$ cat src/rtl/decaimiento_mascota.sv
// -----------------------------------------------------------------------------
// decaimiento_mascota
//   Virtual-pet stat decay engine. Hambre, diversion and energia (0-7, 7 best)
//   decay on second ticks derived from the time-of-day counter. The pet sleeps
//   on request or at night and recovers energia while asleep. It dies after
//   T_MUERTE consecutive ticks with hambre at 0, and stays dead until reset.
//
// Ports
//   clk            system clock, rising edge
//   rst            synchronous active-high reset
//   sec [5:0]      seconds from time-of-day counter (0-59)
//   hour [4:0]     hours from time-of-day counter (0-23)
//   btn_alimentar  one-cycle feed pulse
//   btn_jugar      one-cycle play pulse
//   btn_dormir     one-cycle sleep-toggle pulse
//   hambre [2:0]   hunger stat
//   energia [2:0]  energy stat
//   diversion [2:0] fun stat
//   estado [1:0]   00 AWAKE, 01 SLEEP, 10 DEAD
//   alerta         attention flag, registered from the current stats
// -----------------------------------------------------------------------------
module decaimiento_mascota #(
    parameter int T_HAMBRE    = 10,
    parameter int T_DIVERSION = 15,
    parameter int T_ENERGIA   = 20,
    parameter int T_DESCANSO  = 5,
    parameter int T_MUERTE    = 10
) (
    input  logic       clk,
    input  logic       rst,
    input  logic [5:0] sec,
    input  logic [4:0] hour,
    input  logic       btn_alimentar,
    input  logic       btn_jugar,
    input  logic       btn_dormir,
    output logic [2:0] hambre,
    output logic [2:0] energia,
    output logic [2:0] diversion,
    output logic [1:0] estado,
    output logic       alerta
);

    typedef enum logic [1:0] {
        AWAKE = 2'b00,
        SLEEP = 2'b01,
        DEAD  = 2'b10
    } estado_t;

    // Last count value of each phase counter; reaching it wraps and fires.
    localparam logic [7:0] H_LAST = 8'(T_HAMBRE - 1);
    localparam logic [7:0] D_LAST = 8'(T_DIVERSION - 1);
    localparam logic [7:0] E_LAST = 8'(T_ENERGIA - 1);
    localparam logic [7:0] S_LAST = 8'(T_DESCANSO - 1);
    localparam logic [7:0] M_LAST = 8'(T_MUERTE - 1);

    estado_t    st, st_n;
    logic [5:0] sec_prev;
    logic [7:0] ph_h, ph_d, ph_e, ph_s, starv;
    logic [7:0] ph_h_n, ph_d_n, ph_e_n, ph_s_n, starv_n;
    logic [2:0] hambre_n, energia_n, diversion_n;
    logic       alerta_n;
    logic       tick, night;

    assign tick   = (sec != sec_prev);
    assign night  = (hour >= 5'd22) || (hour < 5'd6);
    assign estado = st;

    function automatic logic [2:0] sat_dec(input logic [2:0] v);
        return (v == 3'd0) ? 3'd0 : v - 3'd1;
    endfunction

    function automatic logic [2:0] sat_add(input logic [2:0] v, input logic [2:0] k);
        logic [3:0] s;
        s = {1'b0, v} + {1'b0, k};
        return (s > 4'd7) ? 3'd7 : s[2:0];
    endfunction

    always_comb begin
        // NOTE: every output of this block gets a default first so no path
        // leaves a variable unassigned, which would infer a latch.
        st_n        = st;
        hambre_n    = hambre;
        energia_n   = energia;
        diversion_n = diversion;
        ph_h_n      = ph_h;
        ph_d_n      = ph_d;
        ph_e_n      = ph_e;
        ph_s_n      = ph_s;
        starv_n     = starv;

        unique case (st)
            AWAKE: begin
                if (tick) begin
                    if (ph_h == H_LAST) begin
                        ph_h_n   = '0;
                        hambre_n = sat_dec(hambre);
                    end else begin
                        ph_h_n = ph_h + 8'd1;
                    end
                    if (ph_d == D_LAST) begin
                        ph_d_n      = '0;
                        diversion_n = sat_dec(diversion);
                    end else begin
                        ph_d_n = ph_d + 8'd1;
                    end
                    if (ph_e == E_LAST) begin
                        ph_e_n    = '0;
                        energia_n = sat_dec(energia);
                    end else begin
                        ph_e_n = ph_e + 8'd1;
                    end
                end
                // Buttons act on the already-decayed values.
                if (btn_alimentar) hambre_n = sat_add(hambre_n, 3'd2);
                if (btn_jugar) begin
                    diversion_n = sat_add(diversion_n, 3'd2);
                    energia_n   = sat_dec(energia_n);
                end
                if (btn_dormir || night) st_n = SLEEP;
            end
            SLEEP: begin
                if (tick) begin
                    if (ph_h == H_LAST) begin
                        ph_h_n   = '0;
                        hambre_n = sat_dec(hambre);
                    end else begin
                        ph_h_n = ph_h + 8'd1;
                    end
                    if (ph_s == S_LAST) begin
                        ph_s_n    = '0;
                        energia_n = sat_add(energia, 3'd1);
                    end else begin
                        ph_s_n = ph_s + 8'd1;
                    end
                end
                if (!night && (energia == 3'd7 || btn_dormir)) begin
                    st_n   = AWAKE;
                    ph_s_n = '0;
                end
            end
            DEAD: ;
            default: st_n = AWAKE;
        endcase

        // Starvation only accumulates while hambre stays at 0 across the
        // update; a feed that lifts it off 0 clears the count immediately.
        // Death overrides whatever transition was chosen above.
        if (st == AWAKE || st == SLEEP) begin
            if (hambre != 3'd0 || hambre_n != 3'd0) begin
                starv_n = '0;
            end else if (tick) begin
                starv_n = starv + 8'd1;
                if (starv == M_LAST) st_n = DEAD;
            end
        end

        alerta_n = (st == DEAD) || (hambre <= 3'd2) ||
                   (energia <= 3'd2) || (diversion <= 3'd2);
    end

    // NOTE: sequential state uses non-blocking assignments so every register
    // samples pre-edge values regardless of statement order.
    always_ff @(posedge clk) begin
        sec_prev <= sec;
        if (rst) begin
            st        <= AWAKE;
            hambre    <= 3'd7;
            energia   <= 3'd7;
            diversion <= 3'd7;
            alerta    <= 1'b0;
            ph_h      <= '0;
            ph_d      <= '0;
            ph_e      <= '0;
            ph_s      <= '0;
            starv     <= '0;
        end else begin
            st        <= st_n;
            hambre    <= hambre_n;
            energia   <= energia_n;
            diversion <= diversion_n;
            alerta    <= alerta_n;
            ph_h      <= ph_h_n;
            ph_d      <= ph_d_n;
            ph_e      <= ph_e_n;
            ph_s      <= ph_s_n;
            starv     <= starv_n;
        end
    end

endmodule

$ cat config.mk
export PLATFORM = sky130hd
export DESIGN_NAME = decaimiento_mascota
export DESIGN_NICKNAME = d
export VERILOG_FILES = /design/src/rtl/decaimiento_mascota.sv
export SDC_FILE = /design/constraint.sdc
export NUM_CORES = 1
export LEC_CHECK = 0
export ABC_CLOCK_PERIOD_IN_PS = 3200
export CAP_MARGIN = 20
export CORE_MARGIN = 1
export CORE_UTILIZATION = 58
export CTS_CLUSTER_DIAMETER = 60
export CTS_CLUSTER_SIZE = 25
export DETAILED_ROUTE_END_ITERATION = 7
export HOLD_SLACK_MARGIN = 0.15
export PLACE_DENSITY = 0.81
export REMOVE_ABC_BUFFERS = 1
export SLEW_MARGIN = 5
export SYNTH_ARGS = -nofsm -noshare
export SYNTH_HDL_FRONTEND = slang
export SYNTH_SLANG_ARGS = --single-unit
$ cat constraint.sdc
create_clock -name clk -period 3.2 [get_ports clk]
set_clock_uncertainty 0.1 [all_clocks]
set_input_delay 0.64 -clock clk [delete_from_list [all_inputs] [get_ports clk]]
set_output_delay 0.64 -clock clk [all_outputs]
set_load 0.05 [all_outputs]
Word-level counts from Yosys, hierarchy flattened
Index checks and enable logic that the tools add are counted.
- input port bits: 16
- bits in read-only memories: 0
- RAM bits: 0
- latch bits: 0
- bits in registers: 58
- memories kept: 0
- logic and storage cells: 106
- divide/modulo/power cells: 0
- reduce and logical (&&, ||, !) cells: 26
- multiply operators: 0
- eq/ne operators: 11
- magnitude comparators: 8
- $add $sub $neg: 12
- bitwise operators: 0
- shift-type cells: 0
- multiplexer cells: 38
- operators by type and width (cell ; number):
    8-bit two-way mux ; 8
    3-bit two-way mux ; 21
    8-bit by 1-bit adder with 8-bit output, second input constant ; 5
    8-bit by 4-bit == test with 1-bit output, second input constant ; 3
    4-bit by 3-bit greater-than comparator with 1-bit output, second input constant ; 3
    3-bit logical NOT ; 4
    2-bit two-way mux ; 6
    3-bit case mux with 2 select lines ; 2
    3-bit by 1-bit subtractor with 3-bit output, second input constant ; 4
    3-bit by 2-bit less-or-equal comparator with 1-bit output, second input constant ; 3
    3-bit by 2-bit adder with 4-bit output, second input constant ; 2
    8-bit by 3-bit == test with 1-bit output, second input constant ; 1
    8-bit by 5-bit == test with 1-bit output, second input constant ; 1
    1-bit logical OR ; 8
    2-bit AND reduction ; 4
    6-bit != test ; 1
    2-bit case mux with 3 select lines ; 1
    2-bit nonzero test ; 3
    3-bit nonzero test ; 2
    5-bit >= comparator, second input constant ; 1
    5-bit by 3-bit less-than comparator with 1-bit output, second input constant ; 1
    3-bit by 1-bit adder with 4-bit output, second input constant ; 1
    2-bit != test, second input constant ; 2
    3-bit == test, second input constant ; 1
    other kinds (7) ; 7

Logic depth before layout (Yosys ltp)
- depth in word-level cells: 14
- mapped depth: 10
- depth with buffers taken out: 9

Worst setup path after synthesis
Ideal clock, no wire load.
- kind: flip-flop to flip-flop
- start: reg hambre[0]
- end: reg starv[2]
- buffers on the path: 1
- cell stages (with the launch flop): 10
- path slack: 0.445 ns
- arrival time: 2.540 ns
- path through: dfxtp_1 -> or2_2 -> ha_1 -> or4_1 -> mux2i_1 -> o21ai_0 -> and4bb_4 -> buf_6 -> nor3b_1 -> o21ba_2
- longest elaborated chain between the ends: 14
- elaborated cells on any way between the ends: 17
- those cells by class: 2 x add/sub; 1 x order compare; 8 x mux; 6 x reduce/logical
- RTL lines (what ; RTL line ; RTL):
    start: declaration ; 36 ; output logic [2:0] hambre,
    start signal: assignment ; 178 ; hambre <= hambre_n;
    3-bit by 1-bit subtractor with 3-bit output or 3-bit logical NOT (tied branches) ; 69 ; return (v == 3'd0) ? 3'd0 : v - 3'd1;
    3-bit two-way mux ; 69 ;
    3-bit two-way mux ; 94, 123 ;
    3-bit two-way mux ; 93 ; if (tick) begin
    3-bit two-way mux ; 91 ; unique case (st)
    3-bit by 2-bit adder with 4-bit output ; 74 ; s = {1'b0, v} + {1'b0, k};
    4-bit by 3-bit greater-than comparator with 1-bit output ; 75 ; return (s > 4'd7) ? 3'd7 : s[2:0];
    3-bit two-way mux ; 75 ;
    3-bit two-way mux ; 114 ; if (btn_alimentar) hambre_n = sat_add(hambre_n, 3'd2);
    3-bit case mux with 2 select lines ; 91 ;
    3-bit nonzero test ; 149 ; if (hambre != 3'd0 || hambre_n != 3'd0) begin
    1-bit logical OR * ; 149 ;
    2-bit nonzero test (no line) ; n/a ;
    2-bit AND reduction (no line) ; n/a ;
    end signal: assignment ; 186 ; starv <= starv_n;
    end: declaration ; 58 ; logic [7:0] ph_h, ph_d, ph_e, ph_s, starv;
Mark *: on every way between the ends. The rest lies on a longest branch, timed or not. The select of a mux whose other input is x is not followed.
A chain may end at the register's enable or synchronous reset.

Worst setup path after layout
- start: in sec[4]
- end: reg energia[1]
- longest elaborated chain between the ends: 7
- elaborated cells on any way between the ends: 10
- those cells by class: 1 x add/sub; 2 x eq/ne; 5 x mux; 2 x reduce/logical
- RTL lines (what ; RTL line ; RTL):
    start: declaration ; 31 ; input logic [5:0] sec,
    6-bit != test * ; 64 ; assign tick = (sec != sec_prev);
    3-bit two-way mux ; 93 ;
    3-bit two-way mux ; 91 ;
    3-bit by 1-bit subtractor with 3-bit output or 3-bit logical NOT (tied branches) ; 69 ;
    3-bit two-way mux ; 69 ;
    3-bit two-way mux ; 115 ; if (btn_jugar) begin
    3-bit case mux with 2 select lines ; 91 ;
    end signal: assignment ; 179 ; energia <= energia_n;
    end: declaration ; 37 ; output logic [2:0] energia,
Marked as above.

==> impl_results.md <==
* PnR worst setup slack at approximately 0.44 ns
* R2R cell count at 8
* Final ANT Viol Nets at 0
* Crit. Startpoint: sec[4]
* Outcome: finished clean
* Dpl hpwl at around 4900 µm
* FMAX at between 300 and 400 MHz
* CP Class: primary input to register
* # H-tree levels at 3
* Area leader, netlist: dfxtp_1
* Post-route clock period utilization at between 80% and 90%
* #FFs+latches synth at slightly below 60
* Final hold violations at 0
* Port Buffers at 26
* Final count of pins violating max slew at 0
* Die width at between 70 and 80 µm
* Initial antenna violation count at 0
* TritonCTS Sinks at 58
* Antenna diode count at 0
* Sequential fraction of the synthesis area at between 30% and 40%
* Root Driver: clkbuf_8
* Postcts setup bufs at 0
* Worst-path clk slew at approximately 0.07 ns
* Sw frac at ~25%
* TritonCTS clock tree: done
* Starting density of the core at 62.0%
* Pint at around 1.4 mW
* Yosys cell types at 56
* Row cnt at 26
* FILL cells at between 400 and 500
* Commonest cells post-synth: 58 x dfxtp_1, 48 x nor2_1, 26 x nand2_1
* Rel. slew slack at approximately three fifths
* Sequential cell area at roughly 0.0012 mm²
* Multi-input logic area at between 0.0015 and 0.002 mm²
* Sequential share of power at 41.5%
* GRT Residual Overflow at 0
* Least-Margin Pin Slew at roughly 0.6 ns
* YS warnings at 0
* First-pass GRT wire length at 12,300 µm
* DP Area at ~0.0036 mm²
* Core ar. at between 0.005 and 0.006 mm²
* CP arrival at 2.88 ns
* Number of enable flip-flop cells after synthesis at 0
* Worst R2R Setup Slack at roughly 0.45 ns
* CTS Buf Count at 9
* Pwr Density at about 480 mW/mm²
* Layout cells sized above 1 at slightly below 10%
* Gate count of the mapped netlist at roughly 390
* Syn Area/Cell at 8.45 µm²
* Fraction of registers with async set/reset at 0%
* Worst r2r src: hambre[0]$_SDFF_PP1_
* Wire per inst at between 10 and 15 µm
* # hold bufs at CTS at 0
* Clock Power Share at a little under half
* Die Ht at between 70 and 80 µm
* Final Non-Filler Cells at between 400 and 500
* Setup violations, final at 0
* Leak at 1.54 nW
* DR iter-0 viols at just under 100
* Power Total at between 1.5 and 2 mW
* Post-route setup TNS at 0 ns
* Gr usage total at between 20% and 30%
* Worst hold path stage count at 2
* Clock tree buffer depth at 2
* Worst Path Required at 3.32 ns
* Final hold slack at between 0.3 and 0.4 ns
* GP Congestion at 0.887
* Via count at around 2,900
* Min-delay worst type: register to register
* Total placed cells including tap cells at 482
* Psw at between 0.4 and 0.5 mW
* Final Util at approximately three quarters
* Resized Gates After CTS at 0
* Area growth syn-to-layout at 19.0%
* Post-layout min period at 2.76 ns
* Total of max-cap violations at 0
* Peak VDD IR at 0.000429 V
* Clk_lat worst skew at between 0.3 and 0.4 ns
* RSZ-0062 raised after global routing: no
* Setup crit end: energia[1]$_SDFFE_PP1P_
* Netlist Area Pre-Place at between 0.003 and 0.004 mm²
* Crit path launch type: primary input
* Crit. End Element: register
* Largest net degree at the start of global routing at 16
* Net count, final at 458
* Vias in the first global route at between 2,000 and 3,000
* DRC viols at 0
* Reg-to-reg endpoint: starv[1]$_SDFFE_PP0P_
* Most used DFF post-synth: dfxtp_1
* Top-area cell type share of the netlist area at 35.5%
* Die area at between 0.005 and 0.006 mm²
* Final instance area at 0.00389 mm²
* Drt first pass iters at 4
* Crit-path max FO at 5
* IO Count at 28
* Gate power share at a little over an eighth
* Most repeated cell in the gate-level netlist after synthesis: dfxtp_1
* Largest cells by area after synthesis: dfxtp_1 36%, ha_1 7.3%, nor2_1 5.5%
* Vias per Instance at 5.79
* Routed WL at 6960 µm
* Pre-CTS setup slack at 0.115 ns
==> critical path, stage by stage <==
cell             delay (ns)
clkdlybuf4s50_1        0.44
xnor2_1                0.15
and4_1                 0.29
a21oi_1                0.39
mux2_2                 0.40
and4_1                 0.18
o32ai_1                0.28
o21ai_0                0.10
==> kinds of logic (layout without fill, tap and decap cells) <==
logic type	after synthesis	after routing	share of synthesized area (%)
compound gates	80	80	16.5
flops	58	58	35.5
mux	8	8	2.56
simple gates	161	161	25.9
buf+inv	28	69	3.44
fa+ha+maj	19	19	7.27
xor+xnor	33	33	8.84
==> sequential cells by signal (all words and copies together), names as in the netlist <==
name       count
ph_d           8
ph_e           8
ph_h           8
ph_s           8
starv          8
sec_prev       6
diversion      3
energia        3
hambre         3
estado         2
alerta         1
==> placed cells by master, fill, tap and decap left out, types with 4 or more instances in the layout <==
| cell | count |
|---|---|
| a21oi_1 | 23 |
| and3_1 | 8 |
| and4_1 | 5 |
| buf_4 | 9 |
| clkbuf_8 | 11 |
| clkdlybuf4s50_1 | 26 |
| dfxtp_1 | 58 |
| ha_1 | 19 |
| inv_1 | 18 |
| mux2i_1 | 5 |
| nand2_1 | 26 |
| nand3_1 | 17 |
| nand4_1 | 12 |
| nor2_1 | 48 |
| nor3_1 | 7 |
| nor4b_1 | 4 |
| o21ai_0 | 16 |
| o31ai_1 | 5 |
| or2_2 | 7 |
| or3_1 | 8 |
| xnor2_1 | 13 |
| xor2_1 | 20 |
==> metal layers <==
| metal | GRT usage (%) | wire (µm) | up-vias |
|---|---|---|---|
| met5 | 0 | 0 | - |
| met2 | 42.6 | 3310 | 63 |
| met1 | 31.4 | 3300 | 1351 |
| li1 | - | - | 1459 |
| met4 | 11.7 | 74 | 0 |
| met3 | 6.19 | 273 | 10 |
==> worst min-delay path by stage <==
stage                          from              endpoint
2_1_floorplan  ph_e[1]$_SDFFE_PP0P_  ph_e[1]$_SDFFE_PP0P_
3_3_place_gp   ph_e[1]$_SDFFE_PP0P_  ph_e[1]$_SDFFE_PP0P_
3_5_place_dp   ph_e[1]$_SDFFE_PP0P_  ph_e[1]$_SDFFE_PP0P_
4_1_cts        ph_e[1]$_SDFFE_PP0P_  ph_e[1]$_SDFFE_PP0P_
5_1_grt        ph_e[1]$_SDFFE_PP0P_  ph_e[1]$_SDFFE_PP0P_
6_report       ph_e[1]$_SDFFE_PP0P_  ph_e[1]$_SDFFE_PP0P_
==> power groups by stage <==
stage / clock network [mW] / logic [mW] / registers, mW
after floorplan: 0 / 0.138 / 0.818
after global placement: 0 / 0.238 / 0.796
after detailed placement: 0 / 0.247 / 0.798
after CTS: 0.861 / 0.250 / 0.782
after global routing: 0.898 / 0.276 / 0.787
final: 0.850 / 0.250 / 0.782
==> cell type report <==
type,instances,share of cell area (%)
Timing Repair Buffer,35,8.42
Inverter,18,1.74
Clock buffer,11,3.89
Clock inverter,5,2.57
Tap cell,70,2.25
Sequential cell,58,29.8
Multi-Input combinational cell,301,51.3
(Power assumes the default switching activity.)
